**src/rtl/fmul_iter.sv**
```systemverilog
// rtl/fmul_iter.sv - iterative radix-2 IEEE-754 single multiplier; optional early-out for special operands under FMUL_EARLY_OUT_EN
module fmul_iter (
  input  logic        clk,
  input  logic        clr,
  input  logic [31:0] a,
  input  logic [31:0] b,
  input  logic [1:0]  rm,
  input  logic        fmul,
  input  logic        ena,
  output logic [31:0] s,
  output logic        busy,
  output logic        stall,
  output logic [4:0]  count,
  output logic        valid
);

  typedef enum logic [1:0] {IDLE, ITER, NORM, DONE} state_t;

  state_t state_q, state_d;

  logic [4:0]        count_q;
  logic              sign_q;
  logic [1:0]        rm_q;
  logic              zero_a_q, zero_b_q, inf_a_q, inf_b_q, nan_a_q, nan_b_q;
  logic [23:0]       ma_q, mb_q;
  logic signed [9:0] exp_q;
  logic [47:0]       prod_q;
  logic [31:0]       s_q;

  // Shift that brings the highest set bit of v up to bit 23 (0 for v == 0).
  function automatic logic [4:0] lead_shift(input logic [23:0] v);
    logic [4:0] n;
    n = 5'd0;
    for (int i = 0; i < 24; i++) begin
      if (v[i]) n = 5'(23 - i);
    end
    return n;
  endfunction

  // {hit, result} for operands whose product is decided without the datapath.
  function automatic logic [32:0] special_of(input logic za, input logic zb,
                                             input logic ia, input logic ib,
                                             input logic na, input logic nb,
                                             input logic sg);
    if (na | nb | (ia & zb) | (ib & za)) return {1'b1, sg, 31'h7fc00000};
    else if (ia | ib)                    return {1'b1, sg, 31'h7f800000};
    else if (za | zb)                    return {1'b1, sg, 31'h00000000};
    else                                 return 33'd0;
  endfunction

  logic [7:0]  ea, eb;
  logic [22:0] fa, fb;
  logic        zero_a_d, zero_b_d, inf_a_d, inf_b_d, nan_a_d, nan_b_d, den_a, den_b;
  logic [23:0] raw_a, raw_b, ma_d, mb_d;
  logic [4:0]  sha, shb;
  logic [9:0]  exp_d;
  logic        accept, early;

  assign ea = a[30:23];
  assign eb = b[30:23];
  assign fa = a[22:0];
  assign fb = b[22:0];

  assign zero_a_d = (ea == 8'd0) && (fa == 23'd0);
  assign zero_b_d = (eb == 8'd0) && (fb == 23'd0);
  assign inf_a_d  = (ea == 8'hff) && (fa == 23'd0);
  assign inf_b_d  = (eb == 8'hff) && (fb == 23'd0);
  assign nan_a_d  = (ea == 8'hff) && (fa != 23'd0);
  assign nan_b_d  = (eb == 8'hff) && (fb != 23'd0);
  assign den_a    = (ea == 8'd0) && (fa != 23'd0);
  assign den_b    = (eb == 8'd0) && (fb != 23'd0);

  // Denormals carry a zero exponent field and are renormalized here so the
  // iteration always works on 1.xxx significands.
  assign raw_a = den_a ? {fa, 1'b0} : {1'b1, fa};
  assign raw_b = den_b ? {fb, 1'b0} : {1'b1, fb};
  assign sha   = den_a ? lead_shift(raw_a) : 5'd0;
  assign shb   = den_b ? lead_shift(raw_b) : 5'd0;
  assign ma_d  = raw_a << sha;
  assign mb_d  = raw_b << shb;
  assign exp_d = {2'b00, ea} + {2'b00, eb} - 10'd127 - {5'd0, sha} - {5'd0, shb};

  // DONE also accepts, so back-to-back operations start one edge after the strobe.
  assign accept = ena & fmul & ((state_q == IDLE) | (state_q == DONE));

`ifdef FMUL_EARLY_OUT_EN
  logic [32:0] spec_in;
  assign spec_in = special_of(zero_a_d, zero_b_d, inf_a_d, inf_b_d, nan_a_d, nan_b_d, a[31] ^ b[31]);
  assign early   = spec_in[32];
`else
  assign early   = 1'b0;
`endif

  // State register.
  always_ff @(posedge clk or posedge clr) begin
    if (clr) state_q <= IDLE;
    else     state_q <= state_d;
  end

  // Next-state decode and status outputs.
  always_comb begin
    state_d = state_q;
    busy    = (state_q != IDLE);
    valid   = (state_q == DONE);
    stall   = fmul & busy;
    if (ena) begin
      case (state_q)
        IDLE, DONE: state_d = accept ? (early ? DONE : ITER) : IDLE;
        ITER:       if (count_q == 5'd23) state_d = NORM;
        NORM:       state_d = DONE;
        default:    state_d = IDLE;
      endcase
    end
  end

  // Operand capture at acceptance, then one shift-add step per enabled ITER cycle.
  always_ff @(posedge clk or posedge clr) begin
    if (clr) begin
      count_q  <= 5'd0;
      sign_q   <= 1'b0;
      rm_q     <= 2'b00;
      zero_a_q <= 1'b0;
      zero_b_q <= 1'b0;
      inf_a_q  <= 1'b0;
      inf_b_q  <= 1'b0;
      nan_a_q  <= 1'b0;
      nan_b_q  <= 1'b0;
      ma_q     <= 24'd0;
      mb_q     <= 24'd0;
      exp_q    <= '0;
      prod_q   <= 48'd0;
    end else if (ena) begin
      if (accept) begin
        count_q  <= 5'd0;
        sign_q   <= a[31] ^ b[31];
        rm_q     <= rm;
        zero_a_q <= zero_a_d;
        zero_b_q <= zero_b_d;
        inf_a_q  <= inf_a_d;
        inf_b_q  <= inf_b_d;
        nan_a_q  <= nan_a_d;
        nan_b_q  <= nan_b_d;
        ma_q     <= ma_d;
        mb_q     <= mb_d;
        exp_q    <= exp_d;
        prod_q   <= 48'd0;
      end else if (state_q == ITER) begin
        if (mb_q[count_q]) prod_q <= prod_q + ({24'd0, ma_q} << count_q);
        count_q <= (count_q == 5'd23) ? 5'd0 : count_q + 5'd1;
      end
    end
  end

  logic              r_n, st_n, r_d, st_d, inc, ovf, to_inf;
  logic [23:0]       m_n, m_d, m_f;
  logic [24:0]       m_r;
  logic signed [9:0] e_n, e_d, e_f;
  logic [9:0]        sh;
  logic [49:0]       wide;
  logic [30:0]       mag;
  logic [32:0]       spec_reg;
  logic [31:0]       norm_s;

  // Normalize, denormalize with sticky, round and pack the product.
  always_comb begin
    m_n  = prod_q[46:23];
    r_n  = prod_q[22];
    st_n = |prod_q[21:0];
    e_n  = exp_q;
    if (prod_q[47]) begin
      m_n  = prod_q[47:24];
      r_n  = prod_q[23];
      st_n = |prod_q[22:0];
      e_n  = exp_q + 10'sd1;
    end

    sh   = 10'd0;
    wide = '0;
    m_d  = m_n;
    r_d  = r_n;
    st_d = st_n;
    e_d  = e_n;
    if (e_n <= 10'sd0) begin
      sh  = 10'd1 - $unsigned(e_n);
      e_d = 10'sd1;
      if (sh > 10'd25) begin
        m_d  = 24'd0;
        r_d  = 1'b0;
        st_d = (|m_n) | r_n | st_n;
      end else begin
        wide = {m_n, r_n, 25'd0} >> sh;
        m_d  = wide[49:26];
        r_d  = wide[25];
        st_d = st_n | (|wide[24:0]);
      end
    end

    case (rm_q)
      2'b00:   inc = r_d & (st_d | m_d[0]);
      2'b01:   inc = sign_q & (r_d | st_d);
      2'b10:   inc = ~sign_q & (r_d | st_d);
      default: inc = 1'b0;
    endcase

    m_r = {1'b0, m_d} + {24'd0, inc};
    m_f = m_r[24] ? 24'h800000 : m_r[23:0];
    e_f = m_r[24] ? e_d + 10'sd1 : e_d;

    ovf    = (e_f >= 10'sd255);
    to_inf = (rm_q == 2'b00) | ((rm_q == 2'b01) & sign_q) | ((rm_q == 2'b10) & ~sign_q);
    if (ovf) mag = to_inf ? 31'h7f800000 : 31'h7f7fffff;
    else     mag = {(m_f[23] ? e_f[7:0] : 8'd0), m_f[22:0]};

    spec_reg = special_of(zero_a_q, zero_b_q, inf_a_q, inf_b_q, nan_a_q, nan_b_q, sign_q);
    norm_s   = spec_reg[32] ? spec_reg[31:0] : {sign_q, mag};
  end

  // Result register, loaded only on entry to DONE.
  always_ff @(posedge clk or posedge clr) begin
    if (clr) begin
      s_q <= 32'd0;
    end else if (ena) begin
      if (state_q == NORM) s_q <= norm_s;
`ifdef FMUL_EARLY_OUT_EN
      else if (accept && spec_in[32]) s_q <= spec_in[31:0];
`endif
    end
  end

  assign s     = s_q;
  assign count = count_q;

endmodule

```
**config.mk**
```make
export PLATFORM = sky130hd
export DESIGN_NAME = fmul_iter
export DESIGN_NICKNAME = d
export VERILOG_FILES = /design/src/rtl/fmul_iter.sv
export SDC_FILE = /design/constraint.sdc
export NUM_CORES = 1
export LEC_CHECK = 0
export ABC_AREA = 0
export CAP_MARGIN = 20
export CORE_MARGIN = 4
export CORE_UTILIZATION = 50
export DETAILED_ROUTE_END_ITERATION = 10
export GPL_ROUTABILITY_DRIVEN = 0
export HOLD_SLACK_MARGIN = 0.03
export PLACE_DENSITY = 0.73
export REMOVE_ABC_BUFFERS = 1
export SETUP_SLACK_MARGIN = 0.3
export SLEW_MARGIN = 25
export SYNTH_ARGS = -nofsm -noshare
export SYNTH_HDL_FRONTEND = slang
export SYNTH_SLANG_ARGS = --single-unit
```
**constraint.sdc**
```tcl
create_clock -name clk -period 12.1 [get_ports clk]
set_clock_uncertainty 0.15 [all_clocks]
set_input_delay 2.42 -clock clk [delete_from_list [all_inputs] [get_ports clk]]
set_output_delay 2.42 -clock clk [all_outputs]
set_load 0.01 [all_outputs]
```
==> impl_metrics.py, run 1 <==
metrics = {
    "cts": {
        "cts_tree": "built",
        "path_clk_slew_ns": 0.06,
        "post-cts-setup-buffer-count": 0,
        "ctsLongestPathBuffers": 2,
        "cts_inserted_buffers": 17,
        "cts-root-buf": "clkbuf_16",
        "h-tree-depth": 4,
        "insertion_delay_ns": 0.45,
        "cts_resized": 0,
        "numClockSinks": 154,
        "hold_buffers": 0,
    },
    "worst_setup_path": {
        "r2r_cells": 23,
        "cp-end-kind": "flip-flop",
        "crit_fanout": 26,
        "r2r_slack_ns": 3.54,
        "crit_type": "in -> reg",
        "required_ns": 12.25,
        "cp-startpoint": "b[4]",
        "r2r_end": "s[6]",
        "startpoint_type": "primary input",
        "worstPathArrival_ns": 9.30,
        "rr_startpoint": "exp_q[1]",
        "endpoint": "exp_q[8]",
    },
    "route": {
        "postRouteAntennaNets": 0,
        "drc": 0,
        "dr.pass1.iters": 7,
        "drt_iter0_drc": 2051,
        "viasPerCell": 6.60,
        "drt-total-wl_um": 57400,
        "num_vias": 19000,
        "detail_route.wl_per_cell_um": 20.0,
    },
    "cells_and_area": {
        "antenna_cells": 0,
        "layout_common_cells": "nand2_1, a21oi_1, nor2_1, o21ai_0, dfrtp_1",
        "layout-drive-gt1-share_pct": 7.70,
        "mostFrequentLayoutCell": "nand2_1",
        "final_util_pct": 55.4,
        "nets": 2551,
        "instances_no_fill": 2872,
        "syn_to_final_growth_pct": 9.65,
    },
    "die": {
        "rows": 70,
        "die_y_um": 200,
        "coreArea_um2": 36500,
        "die_w_um": 200,
        "die-area_um2": 40000,
        "io_pins": 110,
        "initial_utilization_pct": 50.5,
    },
    "pwr": {
        "p_leak_nw": 8.34,
        "power.total_mw": 4.28,
        "p_sw_mw": 2.08,
        "clock_power_share_pct": 13.8,
        "combPwrFrac_pct": 65.7,
        "p_per_area_nw_per_um2": 211,
        "switching_share_pct": 48.6,
        "p_int_mw": 2.20,
        "ir_drop_uv": 129,
        "pwr-share-seq_pct": 20.6,
    },
    "timing": {
        "fin_crit_sh_pct": 75.7,
        "setup_ws_ns": 2.95,
        "slew_violations": 0,
        "setup_tns_ns": 0,
        "rsz0062_at_grt": "no",
        "finalCriticalPeriod_ns": 9.15,
        "worst_pin_slew_ns": 0.920,
        "setup_viol": 0,
        "fmaxAchievable_ghz": 0.109,
        "finalHoldViolCount": 0,
        "slew-limit-headroom_pct": 38.1,
    },
    "global_routing": {
        "grt_overflow": 0,
        "antenna_found_initial": 0,
        "grt_max_degree": 95,
        "grt_pass1_vias": 17500,
        "grt_first_pass_wirelength_um": 91700,
        "grt_usage_pct": 27.7,
    },
    "yosys": {
        "synth_compound_area_share_pct": 27.8,
        "synth_cells": 2418,
        "async_flop_share_pct": 100,
        "synthXorXnorAreaFrac_pct": 4.68,
        "syn_area_um2": 18500,
        "yosysWarningCount": 0,
        "synth_edf_count": 0,
        "yosysSeqAreaShare_pct": 20.9,
        "synth_top_flop_cell": "dfrtp_1",
        "synth_seq_cells": 154,
        "synth_top_family_by_area": "compound AO/OA/AOI/OAI gates",
        "synthAdderAreaFrac_pct": 6.52,
        "synth-simple-area-share_pct": 22.4,
        "muxShareOfSynthArea_pct": 11.6,
        "avgSynthCellArea_um2": 7.63,
        "synth_cell_types": 100,
    },
    "place": {
        "hpwl_um": 42700,
        "port_buffers": 109,
        "post-place-ws_ns": 2.62,
        "dp.cells": 2840,
    },
    "min_path": {
        "hp-class": "reg -> reg",
        "hold_start": "mb_q[23]",
    },
    "status": {
        "status": "completed",
    },
    "job": {
        "drv_cap": 0,
    },
}
[cell families after synthesis]
logic type	after synthesis
adders and majority gates	89
and+or+nand+nor	854
buffers and inverters	279
xor gates and xnor gates	96
muxes	176
AOI/OAI and AO/OA	770
DFF	154
[layer usage]
metal	part of all wire (%)	track usage (%)
met5	0	0
met4	3.9	10.7
met3	7.7	3.51
met2	45	44.1
met1	44	38.6
[final cells by class]
| type | instances | area (um2) |
|---|---|---|
| fillers | 3410 | 16300 |
| inverters | 98 | 373 |
| well taps | 468 | 586 |
| multi-input cells | 1985 | 13500 |
| repair buffers | 136 | 1310 |
| flip-flops and latches | 154 | 3860 |
| clock inverters | 10 | 168 |
| clock buffers | 21 | 450 |
[Yosys cell counts, types with 15 or more instances]
library cell  instances  area [um2]
nand2_1             283        1060
a21oi_1             218        1090
nor2_1              209         785
o21ai_0             166         831
dfrtp_1             154        3850
clkbuf_1            131         492
mux2i_1             107        1070
inv_1                96         360
ha_1                 77         963
nand3_1              75         375
xnor2_1              57         499
nor3_1               47         235
mux2_2               42         473
a21o_1               37         278
nor4_1               37         231
xor2_1               36         315
nand2b_1             29         181
a211oi_1             28         210
o22ai_1              28         175
and2_1               27         169
o211ai_1             27         203
mux4_2               26         586
buf_1                25        93.8
nand4_1              25         156
o21bai_1             25         188
a211o_1              22         193
and3_1               22         138
a22o_1               21         184
a31oi_1              21         131
nor2b_1              15        93.8
[registers in the layout (all words and copies together) (netlist names)]
register and flops:
inf_a_q 1, rm_q 2, count 5, exp_q 10, nan_a_q 1, ma_q 24, nan_b_q 1, inf_b_q 1
state_q 2, s 32, zero_a_q 1, zero_b_q 1, prod_q 48, mb_q 24, sign_q 1
[power by group through the flow]
stage	clock (mW)	combinational, mW	sequential [mW]
2_1_floorplan	0	1.91	0.904
3_3_place_gp	0	2.68	0.874
3_5_place_dp	0	2.73	0.886
4_1_cts	0.595	2.76	0.877
5_1_grt	0.614	3.05	0.905
6_report	0.588	2.81	0.880
[worst max-delay path, cell delays in order]
cell	delay, ns
clkdlybuf4s50_1	0.50
or4_1	0.62
nor4_1	0.35
a21oi_1	0.12
buf_4	0.24
a211o_1	0.33
a211o_1	0.32
a21oi_1	0.14
o21a_1	0.15
nand2b_1	0.67
inv_1	0.49
fa_1	0.61
inv_1	0.06
fa_1	0.45
ha_1	0.33
ha_1	0.31
a21o_1	0.18
a21oi_1	0.21
o21bai_1	0.08
a21oi_1	0.23
o21bai_1	0.09
a21oi_1	0.18
xor2_1	0.15
o21ai_0	0.08
[metrics by stage]
| step | hold slack (ns) | instance area, um2 |
|---|---|---|
| after global placement | 0.295 | 19600 |
| after CTS | 0.328 | 20200 |
| after global routing | 0.345 | 20200 |
| final | 0.320 | 20200 |
| after detailed placement | 0.310 | 19600 |
| after floorplan | 0.279 | 17700 |
[worst min-delay path by stage]
stage,end,slack [ns],depth (start not counted)
detailed placement,mb_q[23],0.31,1
finish,mb_q[23],0.32,1
global placement,mb_q[23],0.30,1
floorplan,mb_q[23],0.28,1
global route,mb_q[23],0.34,1
CTS,mb_q[23],0.33,1
(Power assumes the default switching activity.)
==> inputs of run 2 (changes only) <==
--- a/config.mk
+++ b/config.mk
@@ -12,7 +12,7 @@
 export DETAILED_ROUTE_END_ITERATION = 10
 export GPL_ROUTABILITY_DRIVEN = 0
 export HOLD_SLACK_MARGIN = 0.03
-export PLACE_DENSITY = 0.73
+export PLACE_DENSITY = 0.76
 export REMOVE_ABC_BUFFERS = 1
 export SETUP_SLACK_MARGIN = 0.3
 export SLEW_MARGIN = 25
==> constraint.sdc (replaced) <==
create_clock -name clk -period 8.3 [get_ports clk]
set_clock_uncertainty 0.15 [all_clocks]
set_input_delay 1.66 -clock clk [delete_from_list [all_inputs] [get_ports clk]]
set_output_delay 1.66 -clock clk [all_outputs]
set_load 0.01 [all_outputs]
==> run 2 against run 1 <==
Effect of this change: core utilization is 0.12 points higher; non-clock buffer count is 14 higher; first-iteration DRC count is 20% higher; sequential cell count stayed put; largest cell class unchanged.
==> impl_metrics.py, run 2 (synthesis results as in run 1) <==
metrics = {
    "pwr": {
        "switching_share_pct": 49.0,
        "p_int_mw": 3.13,
        "clock_power_share_pct": 12.5,
        "combPwrFrac_pct": 66.0,
        "ir_drop_uv": 219,
        "p_leak_nw": 8.36,
        "p_per_area_nw_per_um2": 303,
        "p_sw_mw": 3.01,
        "pwr-share-seq_pct": 21.6,
    },
    "cts": {
        "cts_inserted_buffers": 17,
        "post-cts-setup-buffer-count": 0,
        "path_clk_slew_ns": 0.06,
        "ctsLongestPathBuffers": 2,
        "hold_buffers": 0,
        "cts_resized": 0,
        "cts-root-buf": "clkbuf_16",
        "h-tree-depth": 4,
        "insertion_delay_ns": 0.46,
        "cts_tree": "built",
        "numClockSinks": 154,
    },
    "route": {
        "num_vias": 19200,
        "detail_route.wl_per_cell_um": 19.9,
        "drt-total-wl_um": 57400,
        "postRouteAntennaNets": 0,
        "drc": 0,
        "viasPerCell": 6.66,
        "drt_iter0_drc": 2453,
        "dr.pass1.iters": 7,
    },
    "timing": {
        "slew_violations": 0,
        "rsz0062_at_grt": "no",
        "finalHoldViolCount": 0,
        "holdWs_ns": 0.325,
        "slew-limit-headroom_pct": 39.9,
        "fmaxAchievable_ghz": 0.132,
        "fin_crit_sh_pct": 91.4,
        "setup_tns_ns": 0,
        "setup_viol": 0,
        "worst_pin_slew_ns": 0.893,
        "finalCriticalPeriod_ns": 7.59,
    },
    "cells_and_area": {
        "syn_to_final_growth_pct": 9.89,
        "multiInputGateArea_um2": 13500,
        "largest_reg_flops": 48,
        "instances_no_fill": 2886,
        "antenna_cells": 0,
        "regArea_um2": 3860,
        "nets": 2565,
        "mostFrequentLayoutCell": "nand2_1",
        "layout-drive-gt1-share_pct": 8.40,
        "layout_common_cells": "nand2_1, a21oi_1, nor2_1, o21ai_0, dfrtp_1",
        "filler_cell_count": 3377,
        "final_util_pct": 55.5,
        "top_register": "prod_q",
    },
    "die": {
        "die-area_um2": 40000,
        "die_y_um": 200,
        "coreArea_um2": 36500,
        "io_pins": 110,
        "die_w_um": 200,
        "rows": 70,
        "initial_utilization_pct": 50.5,
    },
    "global_routing": {
        "grt_max_degree": 94,
        "antenna_found_initial": 0,
        "grt_first_pass_wirelength_um": 91900,
        "grt_overflow": 0,
        "grt_usage_pct": 27.9,
        "grt_pass1_vias": 17700,
    },
    "place": {
        "dp.cells": 2855,
        "hpwl_um": 42800,
        "port_buffers": 109,
    },
    "worst_setup_path": {
        "required_ns": 8.54,
        "cp-end-kind": "flip-flop",
        "crit_fanout": 28,
        "worstPathArrival_ns": 7.82,
        "crit_type": "reg -> reg",
        "startpoint_type": "flip-flop",
    },
    "min_path": {
        "hp-class": "reg -> reg",
    },
    "job": {
        "drv_cap": 0,
    },
    "status": {
        "status": "completed",
    },
}
## run 2: final timing paths
| path | startpoint | end | slack, ns | cells after the start |
|---|---|---|---|---|
| worst max-delay path | exp_q[1] | s[6] | 0.71 | 23 |
| worst min-delay path | mb_q[23] | mb_q[23] | 0.33 | 1 |
| worst max register to register | exp_q[1] | s[6] | 0.71 | 23 |
| worst min register to register | mb_q[23] | mb_q[23] | 0.33 | 1 |
| max in group asynchronous | clr | prod_q[3] | 5.06 | 3 |
| min in group asynchronous | clr | exp_q[2] | 1.63 | 2 |
## run 2: area by class of cell
type                    count  area share [%]
clock buffers              21            2.27
clock inverters            10           0.463
inverters                  98            1.84
multi-input cells        1985            66.6
flip-flops and latches    154            19.0
well taps                 468            2.89
repair buffers            150            6.90
## run 2: worst max-delay path, stage by stage (launching register included)
cell and delay, ns:
dfrtp_1 0.45, ha_1 0.35, mux2_2 0.62, inv_2 0.07
ha_1 0.84, buf_4 0.32, nand2_1 0.10, o22ai_1 0.45
nor3_1 0.13, and3_1 0.22, a21oi_1 0.12, o31ai_1 0.11
o21ai_0 0.11, o41a_1 0.15, o311ai_0 0.11, a221oi_1 0.34
ha_1 0.27, ha_1 0.24, nand4_2 0.28, nor4_4 0.63
mux2i_1 0.35, o211ai_4 0.18, nor2_1 0.65, a221o_1 0.26
## run 2: power by group through the flow
| stage | Clock (mW) | Sequential [mW] | Combinational, mW |
|---|---|---|---|
| 2_1_floorplan | 0 | 1.32 | 2.79 |
| 3_3_place_gp | 0 | 1.31 | 3.87 |
| 3_5_place_dp | 0 | 1.33 | 3.95 |
| 4_1_cts | 0.779 | 1.32 | 3.98 |
| 5_1_grt | 0.810 | 1.36 | 4.42 |
| 6_report | 0.766 | 1.32 | 4.05 |
## run 2: stage by stage
stage                     setup slack, ns  area, um2  total power [mW]
after floorplan                     -1.08      17700              4.10
after global placement              0.531      19700              5.19
after detailed placement            0.322      19700              5.28
after CTS                           0.803      20300              6.08
after global routing                0.304      20300              6.60
final                               0.715      20300              6.14
## run 2: layer usage
layer	share of wire [%]	track usage, %	vias up	wire length, um
met5	0	0	-	0
met4	4.3	12.2	0	2450
met3	8.0	3.84	179	4570
met2	45	43.7	1032	25700
met1	43	38.8	9083	24600
li1	-	-	8940	-
